## config.mk

```make
export PLATFORM = sky130hd
export DESIGN_NAME = clock_slot_scheduler
export DESIGN_NICKNAME = d
export VERILOG_FILES = /design/src/rtl/clock_sched_pkg.sv /design/src/rtl/clock_slot_scheduler_rr_arbiter.sv /design/src/rtl/clock_slot_scheduler.sv
export SDC_FILE = /design/constraint.sdc
export NUM_CORES = 1
export LEC_CHECK = 0
export CAP_MARGIN = 30
export CORE_ASPECT_RATIO = 1.25
export CORE_UTILIZATION = 52
export DETAILED_ROUTE_END_ITERATION = 10
export PLACE_DENSITY = 0.78
export SYNTH_ARGS = -nofsm -noshare
export SYNTH_HDL_FRONTEND = slang
export SYNTH_SLANG_ARGS = --single-unit
```

## constraint.sdc

```tcl
create_clock -name clock -period 2.7 [get_ports clock]
set_clock_uncertainty 0.2 [all_clocks]
set_input_delay 0.54 -clock clock [delete_from_list [all_inputs] [get_ports clock]]
set_output_delay 0.54 -clock clock [all_outputs]
set_load 0.02 [all_outputs]
```

## src/rtl/clock_sched_pkg.sv

```systemverilog
// Shared definitions for the slot scheduler and its round-robin arbiter:
// state encoding, default sizes and the rotating-priority search helper.
package clock_sched_pkg;

   localparam int N_REQ_DEF    = 4;
   localparam int ID_W_DEF     = 2;
   localparam int PERIOD_W_DEF = 8;

   // Widest requester set the helper can search; narrower sets are zero-padded.
   localparam int MAX_REQ = 8;

   typedef enum logic {
      IDLE  = 1'b0,
      COUNT = 1'b1
   } state_t;

   typedef struct packed {
      logic       found;
      logic [2:0] idx;
   } rr_result_t;

   // Search ptr+1, ptr+2, ... modulo n and return the first index with req set.
   function automatic rr_result_t next_rr(input logic [MAX_REQ-1:0] req,
                                          input logic [2:0]         ptr,
                                          input int unsigned        n);
      rr_result_t  res;
      int unsigned k;
      res = '0;
      for (int unsigned i = 1; i <= MAX_REQ; i++) begin
         k = (32'(ptr) + i) % n;
         if (i <= n && !res.found && req[3'(k)]) begin
            res.found = 1'b1;
            res.idx   = 3'(k);
         end
      end
      return res;
   endfunction

endpackage

```

## src/rtl/clock_slot_scheduler_rr_arbiter.sv

```systemverilog
// Combinational rotating-priority arbiter: the requester after ptr wins first.
module rr_arbiter
   import clock_sched_pkg::*;
#(
   parameter int N_REQ = N_REQ_DEF,
   parameter int ID_W  = ID_W_DEF
) (
   input  logic [N_REQ-1:0] req,
   input  logic [ID_W-1:0]  ptr,
   output logic             found,
   output logic [ID_W-1:0]  idx,
   output logic [N_REQ-1:0] onehot
);

   rr_result_t w_res;

   // Widen to the helper's fixed search width and pick the winner.
   always_comb begin
      w_res = next_rr(MAX_REQ'(req), 3'(ptr), N_REQ);
      found = w_res.found;
      idx   = ID_W'(w_res.idx);
   end

   for (genvar gi = 0; gi < N_REQ; gi++) begin : g_onehot
      assign onehot[gi] = found && (idx == ID_W'(gi));
   end

endmodule

```

## src/rtl/clock_slot_scheduler.sv

```systemverilog
// Divides clock into periodic slot ticks and grants each slot round-robin.
// Grants are one-cycle clock-enable pulses aligned with tick; no derived clocks.
module clock_slot_scheduler
   import clock_sched_pkg::*;
#(
   parameter int N_REQ    = N_REQ_DEF,
   parameter int ID_W     = ID_W_DEF,
   parameter int PERIOD_W = PERIOD_W_DEF
) (
   input  logic                clock,
   input  logic                reset,
   input  logic                run,
   input  logic [PERIOD_W-1:0] period_in,
   input  logic                period_load,
   input  logic [N_REQ-1:0]    req,
   output logic                tick,
   output logic [N_REQ-1:0]    grant,
   output logic [ID_W-1:0]     grant_id,
   output logic                busy
);

   state_t              r_state;
   logic [PERIOD_W-1:0] r_count;
   logic [PERIOD_W-1:0] r_period;
   logic [ID_W-1:0]     r_rr_ptr;
   logic                r_tick;
   logic [N_REQ-1:0]    r_grant;
   logic [ID_W-1:0]     r_grant_id;

   state_t              w_state_next;
   logic [PERIOD_W-1:0] w_count_next;
   logic [PERIOD_W-1:0] w_period_eff;
   logic [ID_W-1:0]     w_rr_ptr_next;
   logic                w_tick_next;
   logic [N_REQ-1:0]    w_grant_next;
   logic [ID_W-1:0]     w_grant_id_next;

   logic                w_found;
   logic [ID_W-1:0]     w_idx;
   logic [N_REQ-1:0]    w_onehot;

   rr_arbiter #(
      .N_REQ (N_REQ),
      .ID_W  (ID_W)
   ) u_arb (
      .req    (req),
      .ptr    (r_rr_ptr),
      .found  (w_found),
      .idx    (w_idx),
      .onehot (w_onehot)
   );

   // Period seen by a reload this cycle: a same-cycle load bypasses the register,
   // and a zero period is clamped to one.
   always_comb begin
      w_period_eff = r_period;
      if (period_load) begin
         w_period_eff = (period_in == '0) ? PERIOD_W'(1) : period_in;
      end
   end

   // Next-state, counter, arbitration and registered-output decisions.
   always_comb begin
      w_state_next    = r_state;
      w_count_next    = r_count;
      w_rr_ptr_next   = r_rr_ptr;
      w_tick_next     = 1'b0;
      w_grant_next    = '0;
      w_grant_id_next = '0;
      case (r_state)
         IDLE: begin
            if (run) begin
               w_state_next = COUNT;
               w_count_next = w_period_eff - PERIOD_W'(1);
            end
         end
         COUNT: begin
            if (r_count == '0) begin
               // Slot boundary: tick and grant are issued even if run just fell.
               w_tick_next  = 1'b1;
               w_count_next = w_period_eff - PERIOD_W'(1);
               if (w_found) begin
                  w_grant_next    = w_onehot;
                  w_grant_id_next = w_idx;
                  w_rr_ptr_next   = w_idx;
               end
               if (!run) begin
                  w_state_next = IDLE;
               end
            end else if (!run) begin
               w_state_next = IDLE;
            end else begin
               w_count_next = r_count - PERIOD_W'(1);
            end
         end
         default: w_state_next = IDLE;
      endcase
   end

   // State and output registers; reset overrides every other input.
   always_ff @(posedge clock) begin
      if (reset) begin
         r_state    <= IDLE;
         r_count    <= '0;
         r_period   <= PERIOD_W'(1);
         r_rr_ptr   <= ID_W'(N_REQ - 1);
         r_tick     <= 1'b0;
         r_grant    <= '0;
         r_grant_id <= '0;
      end else begin
         r_state    <= w_state_next;
         r_count    <= w_count_next;
         r_period   <= w_period_eff;
         r_rr_ptr   <= w_rr_ptr_next;
         r_tick     <= w_tick_next;
         r_grant    <= w_grant_next;
         r_grant_id <= w_grant_id_next;
      end
   end

   assign tick     = r_tick;
   assign grant    = r_grant;
   assign grant_id = r_grant_id;
   assign busy     = (r_state == COUNT);

endmodule

```

==> reports/results.ini <==
[detailed_routing]
highest_layer=met4
wl_met3_um=103
via_count=1293
drt_wl_total_um=3110
first_iter_violations=40
route.detailed.drc=0
wl_met2_um=1570
routedWlPerCell_um=13.6
wl_met1_um=1410
avgViaCountPerCell=5.65
first_pass_iters=4
postRouteAntennaNets=0

[die]
die_w_um=48.9
die_y_um=60.7
row_count=20
start_util_pct=56.7
core_area_um2=2530
dieArea_um2=2970
ios=24

[global_routing]
grt_overflow=0
first_global_vias=1196
grt_max_degree=17
grt_pass1_wl_um=5230
antenna_found_initial=0
grt_usage_pct=23.2

[timing]
slew_viol_final=0
fin_tns_setup_ps=0
whs_ps=341
post-route-period-util_pct=89.4
rsz0062_at_grt=false
timing.fmax_mhz=414
finalSetupViolations=0
fin_crit_ps=2410
final_hold_viol_count=0
worstMarginPinSlew_ps=607
slew_headroom_pct=59.1

[critical_path]
cpLargestDelayFamily=compound AO/OA/AOI/OAI gates
slowest_stage=clkdlybuf4s50_1
critical_path_buf_inv_count=1
arrival_ps=2440
worst_r2r_startpoint=r_count[0]
start_kind=input port
setup.worst_path.class=input port to register
crit_required_ps=2720
endpoint_kind=register
worstReg2RegEnd=grant[1]
crit_chain=clkdlybuf4s50_1 -> mux2_2 -> a31oi_1 -> ha_1 -> o2111ai_1 -> xor2_1 -> a221oi_1 -> nor3_1
reg2regPathDepth=7
cp_slowest_stage_delay_ps=490
r2r_slack_ps=540
crit_path_max_fanout=3

[cts]
cts_tree=built
clock-sinks=26
hold_buffers=0
insertion_delay_ps=320
cts_setup_buffers=0
numCtsBuffers=3
cts.repair.resized=0
clkSlewWorstSetupHoldPaths_ps=140
clockRootBuffer=clkbuf_4
clockBufferDepth=2
h-tree-depth=1

[synth]
synthCells=161
synth_cell_types=48
syn_area_per_cell_um2=8.90
syn-cell-area_um2=1430
yosys-top-cells-count=26 x dfxtp_1, 21 x nor2_1, 13 x mux2i_1, 10 x inv_1, 8 x o21ai_0
synth-seq-area-share_pct=36.3
synth_top_area_cell=dfxtp_1
ys_async_sr_fraction_pct=0
synth_nets=180
yosysTopAreaCellShare_pct=36.3
synth_edf_count=0
yosys_most_used_dff=dfxtp_1
ys_seq_elements=26
yosys_warnings=0
synthMostInstantiatedCell=dfxtp_1
ys_top_cells_by_area=dfxtp_1 36%, mux2i_1 9.1%, nor2_1 5.5%

[hold_path]
hold_start=r_period[7]
hold_path_class=register to register
hold-path-endpoint=r_period[7]
hold_depth=2

[final_layout]
nFillCells=199
n_antenna_cell=0
finalNetCount=216
area_growth_pct=27.2
final_util_pct=72.1
drive_gt1_share_pct=13.8

[job]
timing.max_cap.violations=0

[power_and_ir_drop]
ir_drop_mv=0.429
leakage_uw=0.000760
powerDensity_nw_per_um2=542

[placement]
place_congestion=0.894
portBuffers=23
post-dp-hpwl_um=2450

[outcome]
run_status=finished, final reports clean

area by class of cell:
cell class / count / area (um2) / share of cell area (%)
clock buffer: 3 / 22.5 / 1.24
clock inverter: 1 / 30.0 / 1.65
inverter: 10 / 37.5 / 2.06
multi-input combinational: 121 / 851 / 46.7
sequential: 26 / 520 / 28.6
tap: 33 / 41.3 / 2.26
timing repair buffer: 35 / 320 / 17.6
registers in the layout (all words and copies together) (netlist names):
| register | count |
|---|---|
| busy | 1 |
| r_period | 8 |
| grant_id | 2 |
| grant | 4 |
| r_count | 8 |
| r_rr_ptr | 2 |
| tick | 1 |
worst register-to-register path, delay by kind of cell (launching register included):
family	cells	cell delay (ps)
and+or+nand+nor	5	1270
DFF	1	380
adders and majority gates	1	180
buffers and inverters	1	90
stage by stage:
stage | total power, uW | cells | setup WS [ps] | cell area (um2)
finish | 987 | 229 | 285 | 1820
CTS | 993 | 229 | 293 | 1820
detailed placement | 726 | 225 | -61.4 | 1770
global route | 1040 | 229 | 134 | 1820
floorplan | 634 | 161 | 152 | 1430
global placement | 717 | 225 | -7.17 | 1770
cells by family after synthesis:
kind of cell | after synthesis | share of synthesized area, %
simple gates | 60 | 24.5
compound gates | 40 | 20.0
flops | 26 | 36.3
buf+inv | 14 | 4.28
mux | 14 | 9.87
xor+xnor | 4 | 2.45
fa+ha+maj | 3 | 2.62
worst max path at each step:
stage	startpoint	endpoint	slack, ps	depth (start not counted)
final	period_load	r_count[6]	290	8
after global routing	period_load	r_count[6]	130	8
after CTS	period_load	r_count[6]	290	8
after detailed placement	period_load	r_count[6]	-60	8
after global placement	period_load	r_count[6]	-7	8
after floorplan	period_load	r_count[6]	150	9
power breakdown:
group	leakage [uW]	internal, uW	switching [uW]
registers	0.000213	413	33.9
clock network	0.0000279	150	115
logic	0.000519	134	141
layer usage:
layer / GRT usage (%) / up-vias
met2: 42.3 / 25
met3: 3.26 / 2
met4: 7.98 / 0
li1: - / 661
met1: 28.5 / 605
met5: 0 / -
cells in the final DEF (no fill, tap or decap), types with 4 or more instances in the layout:
| cell | instances |
|---|---|
| a21oi_1 | 7 |
| a31oi_1 | 4 |
| buf_4 | 12 |
| clkdlybuf4s50_1 | 23 |
| dfxtp_1 | 26 |
| inv_1 | 10 |
| mux2i_1 | 13 |
| nand2_1 | 7 |
| nor2_1 | 21 |
| nor2b_1 | 4 |
| nor3_1 | 7 |
| nor3b_1 | 4 |
| o21ai_0 | 8 |
No activity file was read; power rests on OpenSTA's default activity.
